**config.mk**
```make
export PLATFORM = sky130hd
export DESIGN_NAME = multicycle_wb_ctrl
export DESIGN_NICKNAME = d
export VERILOG_FILES = /design/src/rtl/mwb_pkg.sv /design/src/rtl/mwb_op_decode.sv /design/src/rtl/multicycle_wb_ctrl.sv
export SDC_FILE = /design/constraint.sdc
export NUM_CORES = 1
export LEC_CHECK = 0
export CAP_MARGIN = 20
export CORE_MARGIN = 1.5
export CORE_UTILIZATION = 35
export DETAILED_ROUTE_END_ITERATION = 8
export GPL_ROUTABILITY_DRIVEN = 1
export HOLD_SLACK_MARGIN = 0.1
export PLACE_DENSITY_LB_ADDON = 0.2
export SYNTH_ARGS = -nofsm -noshare
export SYNTH_HDL_FRONTEND = slang
export SYNTH_SLANG_ARGS = --single-unit
export TNS_END_PERCENT = 50
```
**constraint.sdc**
```tcl
create_clock -name clk -period 1.6 [get_ports clk]
set_clock_uncertainty 0.05 [all_clocks]
set_input_delay 0.16 -clock clk [delete_from_list [all_inputs] [get_ports clk]]
set_output_delay 0.16 -clock clk [all_outputs]
set_load 0.05 [all_outputs]
```
**src/rtl/mwb_pkg.sv**
```systemverilog
// mwb_pkg: shared definitions for the multicycle write-back controller.
//   - RV32I opcode constants for the supported instruction classes
//   - FSM state encoding (3-bit, also exported on the debug port)
//   - write-back mux and next-PC mux select encodings
//   - op-class enum produced by mwb_op_decode
package mwb_pkg;

  localparam logic [6:0] OP_R      = 7'b0110011;
  localparam logic [6:0] OP_I      = 7'b0010011;
  localparam logic [6:0] OP_LOAD   = 7'b0000011;
  localparam logic [6:0] OP_STORE  = 7'b0100011;
  localparam logic [6:0] OP_BRANCH = 7'b1100011;
  localparam logic [6:0] OP_JAL    = 7'b1101111;
  localparam logic [6:0] OP_JALR   = 7'b1100111;

  typedef enum logic [2:0] {
    S_FETCH     = 3'd0,
    S_DECODE    = 3'd1,
    S_EXECUTE   = 3'd2,
    S_MEMORY    = 3'd3,
    S_WRITEBACK = 3'd4
  } state_t;

  localparam logic [1:0] WB_ALU = 2'd0;
  localparam logic [1:0] WB_MEM = 2'd1;
  localparam logic [1:0] WB_PC4 = 2'd2;

  localparam logic [1:0] PC_PLUS4  = 2'd0;
  localparam logic [1:0] PC_TARGET = 2'd1;
  localparam logic [1:0] PC_ALU    = 2'd2;

  typedef enum logic [2:0] {
    OC_R, OC_I, OC_LOAD, OC_STORE, OC_BRANCH, OC_JAL, OC_JALR, OC_ILLEGAL
  } op_class_t;

endpackage

```
**src/rtl/mwb_op_decode.sv**
```systemverilog
// mwb_op_decode: combinational opcode classifier.
//   opcode   in  7  IR[6:0]
//   op_class out    instruction class, OC_ILLEGAL for unsupported opcodes
module mwb_op_decode
  import mwb_pkg::*;
(
  input  logic [6:0] opcode,
  output op_class_t  op_class
);

  always_comb begin
    op_class = OC_ILLEGAL;
    case (opcode)
      OP_R:      op_class = OC_R;
      OP_I:      op_class = OC_I;
      OP_LOAD:   op_class = OC_LOAD;
      OP_STORE:  op_class = OC_STORE;
      OP_BRANCH: op_class = OC_BRANCH;
      OP_JAL:    op_class = OC_JAL;
      OP_JALR:   op_class = OC_JALR;
      default:   op_class = OC_ILLEGAL;
    endcase
  end

endmodule

```
**src/rtl/multicycle_wb_ctrl.sv**
```systemverilog
// multicycle_wb_ctrl: multicycle RV32I control FSM
// (FETCH -> DECODE -> EXECUTE -> [MEMORY] -> [WRITEBACK]).
// Ports:
//   clk, rst_n              clock, asynchronous active-low reset
//   opcode, rd              IR fields (valid from DECODE onward)
//   branch_taken            ALU compare result, used in EXECUTE
//   imem_req / imem_ready   instruction fetch handshake
//   dmem_req / dmem_we / dmem_ready  data access handshake
//   ir_we, pc_we, pc_src    IR / PC load strobes and next-PC select
//   wb_sel, reg_we          write-back mux select and register write enable
//   state                   current state (debug)
//   illegal, bus_err, retire  one-cycle event pulses
//   retire_count            retired-instruction counter (only with RETIRE_CNT_EN)
// Optional feature macro: RETIRE_CNT_EN.
module multicycle_wb_ctrl
  import mwb_pkg::*;
#(
  parameter int TIMEOUT_W = 8
) (
  input  logic       clk,
  input  logic       rst_n,
  input  logic [6:0] opcode,
  input  logic [4:0] rd,
  input  logic       branch_taken,
  output logic       imem_req,
  input  logic       imem_ready,
  output logic       dmem_req,
  output logic       dmem_we,
  input  logic       dmem_ready,
  output logic       ir_we,
  output logic       pc_we,
  output logic [1:0] pc_src,
  output logic [1:0] wb_sel,
  output logic       reg_we,
  output logic [2:0] state,
  output logic       illegal,
  output logic       bus_err,
  output logic       retire
`ifdef RETIRE_CNT_EN
  ,
  output logic [31:0] retire_count
`endif
);

  // The timeout fires on the (2^TIMEOUT_W - 1)-th consecutive cycle without
  // ready, i.e. when the count of earlier waiting cycles equals 2^TIMEOUT_W - 2.
  localparam logic [TIMEOUT_W-1:0] WAIT_LAST = {{(TIMEOUT_W-1){1'b1}}, 1'b0};

  state_t                state_q, state_d;
  logic [TIMEOUT_W-1:0]  wait_q, wait_d;
  logic                  wait_expired;
  op_class_t             op_class;

  mwb_op_decode u_dec (
    .opcode   (opcode),
    .op_class (op_class)
  );

  assign wait_expired = (wait_q == WAIT_LAST);
  assign state        = state_q;

  always_ff @(posedge clk or negedge rst_n) begin
    if (!rst_n) begin
      state_q <= S_FETCH;
      wait_q  <= '0;
    end else begin
      state_q <= state_d;
      wait_q  <= wait_d;
    end
  end

  // wait_d defaults to 0, so the counter is clear on every entry to FETCH or
  // MEMORY and after every ready or timeout.
  always_comb begin
    state_d  = state_q;
    wait_d   = '0;
    imem_req = 1'b0;
    dmem_req = 1'b0;
    dmem_we  = 1'b0;
    ir_we    = 1'b0;
    pc_we    = 1'b0;
    pc_src   = PC_PLUS4;
    wb_sel   = WB_ALU;
    reg_we   = 1'b0;
    illegal  = 1'b0;
    bus_err  = 1'b0;
    retire   = 1'b0;
    case (state_q)
      S_FETCH: begin
        // Reset forces FETCH; keep the request and its strobes quiet until release.
        imem_req = rst_n;
        if (rst_n) begin
          if (imem_ready) begin
            ir_we   = 1'b1;
            state_d = S_DECODE;
          end else if (wait_expired) begin
            bus_err = 1'b1;
          end else begin
            wait_d = wait_q + 1'b1;
          end
        end
      end
      S_DECODE: begin
        if (op_class == OC_ILLEGAL) begin
          illegal = 1'b1;
          pc_we   = 1'b1;
          state_d = S_FETCH;
        end else begin
          state_d = S_EXECUTE;
        end
      end
      S_EXECUTE: begin
        case (op_class)
          OC_BRANCH: begin
            pc_we   = 1'b1;
            pc_src  = branch_taken ? PC_TARGET : PC_PLUS4;
            retire  = 1'b1;
            state_d = S_FETCH;
          end
          OC_LOAD, OC_STORE:              state_d = S_MEMORY;
          OC_R, OC_I, OC_JAL, OC_JALR:    state_d = S_WRITEBACK;
          default:                        state_d = S_FETCH;
        endcase
      end
      S_MEMORY: begin
        dmem_req = 1'b1;
        dmem_we  = (op_class == OC_STORE);
        if (dmem_ready) begin
          if (op_class == OC_STORE) begin
            pc_we   = 1'b1;
            retire  = 1'b1;
            state_d = S_FETCH;
          end else begin
            state_d = S_WRITEBACK;
          end
        end else if (wait_expired) begin
          // Abandon the access and move on to the next PC without writing back.
          bus_err = 1'b1;
          pc_we   = 1'b1;
          state_d = S_FETCH;
        end else begin
          wait_d = wait_q + 1'b1;
        end
      end
      S_WRITEBACK: begin
        reg_we = (rd != 5'd0);
        pc_we  = 1'b1;
        retire = 1'b1;
        case (op_class)
          OC_LOAD: wb_sel = WB_MEM;
          OC_JAL: begin
            wb_sel = WB_PC4;
            pc_src = PC_TARGET;
          end
          OC_JALR: begin
            wb_sel = WB_PC4;
            pc_src = PC_ALU;
          end
          default: wb_sel = WB_ALU;
        endcase
        state_d = S_FETCH;
      end
      default: state_d = S_FETCH;
    endcase
  end

`ifdef RETIRE_CNT_EN
  always_ff @(posedge clk or negedge rst_n) begin
    if (!rst_n)      retire_count <= '0;
    else if (retire) retire_count <= retire_count + 32'd1;
  end
`endif

endmodule

```
* Word-level counts from Yosys, hierarchy flattened
Index checks and enable logic that the tools add are counted.
Word-level totals: input port bits 17, bits in registers 11
Operators by class: equal/unequal tests 22, reductions and logical operators 7, add/sub/neg operators 1, multiplexer cells 40
Operators by type and width (number):
- $mux 8 | 4
- $eq 7x7->1 const B | 3
- $pmux 3 s7 | 1
- $mux 1 | 19
- $pmux 8 s2 | 1
- $eq 3x3->1 const B | 5
- $mux 3 | 5
- $eq 7x6->1 const B | 2
- $eq 3x2->1 const B | 4
- $pmux 2 s2 | 3
- $pmux 3 s4 | 1
- $add 8x1->8 const B | 1
- $eq 8x8->1 const B | 1
- $eq 7x2->1 const B | 1
- $eq 7x5->1 const B | 1
- $eq 3x1->1 const B | 2
- $logic_not 3->1 | 2
- $pmux 3 s2 | 1
- $reduce_bool 5->1 | 1
- $mux 2 | 2
- $ne 2x2->1 const B | 2
- $pmux 1 s4 | 1
- $reduce_or 2->1 | 2
- $reduce_or 4->1 | 1
- other kinds (4) | 4

* Longest topological paths before layout
depth after elaboration 6, mapped depth 5, mapped depth without buffers 5

* Modules after synthesis
Synthesis repeated with hierarchy kept, for this count alone.
Unflattened totals: cell total of the unflattened synthesis 99, area total of the unflattened synthesis 822.0 um^2
Modules (own cells, without submodules):
- multicycle_wb_ctrl | cells each 86, instances 1, seq. area each 275.3 um^2, area an instance 749.5 um^2
- mwb_op_decode | cells each 13, instances 1, seq. area each 0.0 um^2, area an instance 72.6 um^2

* Least setup slack after synthesis
No wires, ideal clock.
path kind reg2out, start point register state_q[0] (netlist: state[0]), end point output port pc_we, data arrival time 3.221 ns, data required time 1.390 ns, buffers on the path 1, cell stages (with the launch flop) 5, slack -1.831 ns, path through dfrtp_1 > buf_6 > or2b_1 > nor4_1 > or4b_1
Between the ends: word-level cells in the longest chain between the ends 2, elaborated cells on any way between the ends 5, classes of those cells eq/ne (4); mux (1)
Ends and longest elaborated chain:
- from (decl) | RTL line multicycle_wb_ctrl.sv:49 | state_t state_q, state_d;
- from (signal assigned) | RTL line multicycle_wb_ctrl.sv:67 | state_q <= state_d;
- $eq 3x3->1 (tied with other cells) | RTL line multicycle_wb_ctrl.sv:88 | case (state_q)
- $pmux 1 s4 (*) | RTL line multicycle_wb_ctrl.sv:88
- to (decl) | RTL line multicycle_wb_ctrl.sv:31 | output logic pc_we,
Mark *: on every way between the ends. The rest lies on a longest branch, timed or not.

* Worst setup path after layout
start point input port opcode[6], end point output port pc_we
Between the ends: word-level cells in the longest chain between the ends 6, elaborated cells on any way between the ends 16, classes of those cells eq/ne (10); mux (6)
Ends and longest elaborated chain:
- from (decl) | RTL line multicycle_wb_ctrl.sv:22 | input logic [6:0] opcode,
- $eq 7x7->1 (tied with other cells) | RTL line mwb_op_decode.sv:13 | case (opcode)
- $pmux 3 s7 (*) | RTL line mwb_op_decode.sv:13
- $eq 3x2->1 | RTL line multicycle_wb_ctrl.sv:129 | if (op_class == OC_STORE) begin
- $mux 1 | RTL line multicycle_wb_ctrl.sv:129
- $mux 1 | RTL line multicycle_wb_ctrl.sv:128 | if (dmem_ready) begin
- $pmux 1 s4 (*) | RTL line multicycle_wb_ctrl.sv:88
Marked as above.

==> reports/metrics.cfg <==
[critical_path]
crit_required_ns=1.39
crit_path_start=opcode[6]
regToRegSetupSlack_ns=-0.08
endpoint=pc_we
r2r_cells=6
startpoint_type=input pin
cp_max_fo=5
cp.arrival_ns=1.88
end_kind=output pin
r2r_start=state[1]
r2r_end=wait_q[1]
worstSetupPathType=input pin to output pin

[sta]
holdWs_ns=0.1690
clock.fmax_ghz=0.4795
period_minus_slack_ns=2.086
finalCritPeriodShare_pct=130.4
drv_slew=0
hold_viol=0
rsz0062_at_grt=true
worst_pin_slew_ns=0.3705
setup_viol=20
max_slew_margin_pct=75.11
layout_setup_ws_ns=-0.4857

[synth]
synth_flop_cell=dfrtp_1
netlist_area_um2=812.0
synth_seq_cells=11
yosysWarningCount=0
syn_inst=92
syn_area_per_cell_um2=8.826
synth_nets=111
seq_area_frac_synth_pct=33.90
synth_edf_count=0
ys_types=38
synth-async-reset-ratio_pct=100.0

[worst_hold_path]
hold_path.class=input pin to async pin

[routing]
drc=0
routedWlPerCell_um=16.44
vias=1058
final_antenna_net_count=0
first_iter_violations=32
drt-total-wl_mm=3.156
first_pass_iters=4
routed_via_density=5.510

[pwr]
p_per_area_nw_per_um2=406.8
power.leakage_nw=0.7915
vdd_ir_drop_max_mv=0.5149

[global_routing]
grt_usage_pct=26.21
grt_pass1_wl_mm=5.002
grt_pass1_vias=1125
grt_max_degree=14
antenna_found_initial=0
gr-total-overflow=0

[finish]
fin_nets=184
n_antenna_cell=0
final.fill_count=115
regArea_um2=279.0
multiInputGateArea_um2=660.6
final_cell_mix=buf_4, buf_12, clkdlybuf4s50_1
final_common_cell=buf_4
area_growth_pct=121.1
drive_gt1_share_pct=53.66

[clock_network]
cts_tree=yes
clk_path_buf_depth=2
holdBufCountCts=0
h-tree-depth=1
cts_made_buffers=3
cts_root_buf=clkbuf_4
cts.clk_slew.worst_paths_ns=0.07
clock_latency_ns=0.28
clock-sinks=11

[floorplanning]
die_h_um=51.17
coreArea_um2=2191
die_area_um2=2618
rows=17
initial_utilization_pct=37.06
design.portCount=33
dieWidth_um=51.17

[run]
drv_cap=0

[placement]
gp_congestion=0.8351
port_buffers=32
hpwl_mm=2.148
dp_slack_ns=-0.5349

[run_status]
outcome=finished, violations left
violations=setup timing

==> flip-flops by register name (all words and copies together) (netlist names) <==
register and cells:
state 3, wait_q 8
==> per-layer routing <==
layer  GRT usage [%]  vias to the layer above  part of all wire [%]
met5               0                        -                     0
met4           13.06                        0                   4.6
met3           7.018                       18                   5.1
met2           46.32                       46                    51
met1           28.60                      518                    39
li1                -                      476                     -
==> where the power goes <==
group          switching, W  internal (W)  total, W
clock             0.0000970     0.0000967  0.000194
sequential       0.00000407      0.000282  0.000287
combinational      0.000119      0.000131  0.000250
total              0.000220      0.000510  0.000730
==> synthesized netlist by cell type, drive strengths merged, types with 3 or more instances <==
| cell | n | area share, % |
|---|---|---|
| nor2 | 12 | 5.5 |
| dfrtp | 11 | 34 |
| nand2 | 9 | 4.5 |
| a21oi | 5 | 4.0 |
| nor3 | 5 | 3.7 |
| xor2 | 5 | 5.4 |
| nand3 | 4 | 2.5 |
| and2 | 3 | 2.3 |
| buf | 3 | 3.2 |
| inv | 3 | 1.4 |
| nor4 | 3 | 2.3 |
==> worst max-delay path, stage by stage <==
cell and delay [ns]:
clkdlybuf4s50_1 0.59, nand2_1 0.16, nor3_4 0.21, nor4_4 0.07
or4b_4 0.51, buf_6 0.17
==> worst min path at each step <==
stage	from	depth (start not counted)	endpoint
final	rst_n	2	wait_q[2]
after global placement	rst_n	2	wait_q[2]
after global routing	rst_n	2	wait_q[5]
after floorplan	rst_n	0	state[0]
after CTS	rst_n	2	wait_q[2]
after detailed placement	rst_n	2	wait_q[2]
==> cell type report <==
class	count	share of cell area, %
Clock buffer	4	1.463
Inverter	3	0.6272
Multi-Input combinational cell	74	36.79
Sequential cell	11	15.54
Tap cell	28	1.951
Timing Repair Buffer	72	43.62
==> metrics by stage <==
stage | total power, W | TNS, ns | instance area, µm² | instances | utilization [%]
floorplan | 0.0003845 | -3.836 | 892.1 | 92 | -
global placement | 0.0005108 | -3.489 | 1604 | 181 | 73.22
detailed placement | 0.0005169 | -4.402 | 1604 | 181 | 73.22
CTS | 0.0007203 | -4.383 | 1740 | 190 | 79.44
global route | 0.0007644 | -5.501 | 1795 | 192 | 81.95
finish | 0.0007304 | -4.244 | 1795 | 192 | 81.95
==> logic make-up (layout without fill, tap and decap cells) <==
group,Yosys count,in the layout,synth area share (%)
flip-flops,11,11,33.90
AO/OA/AOI/OAI,14,14,11.87
AND/OR/NAND/NOR,52,52,39.45
XOR/XNOR,6,6,6.471
buffers and inverters,7,79,5.237
adder cells (fa/ha/maj),2,2,3.081
==> timing repair <==
item                       in CTS  in global routing
setup endpoints to repair      20                 21
cloned                          0                  0
resized for setup              23                  9
setup buffers                   6                  4
pin swaps                      17                  5
Power figures use the tool's default switching activity.
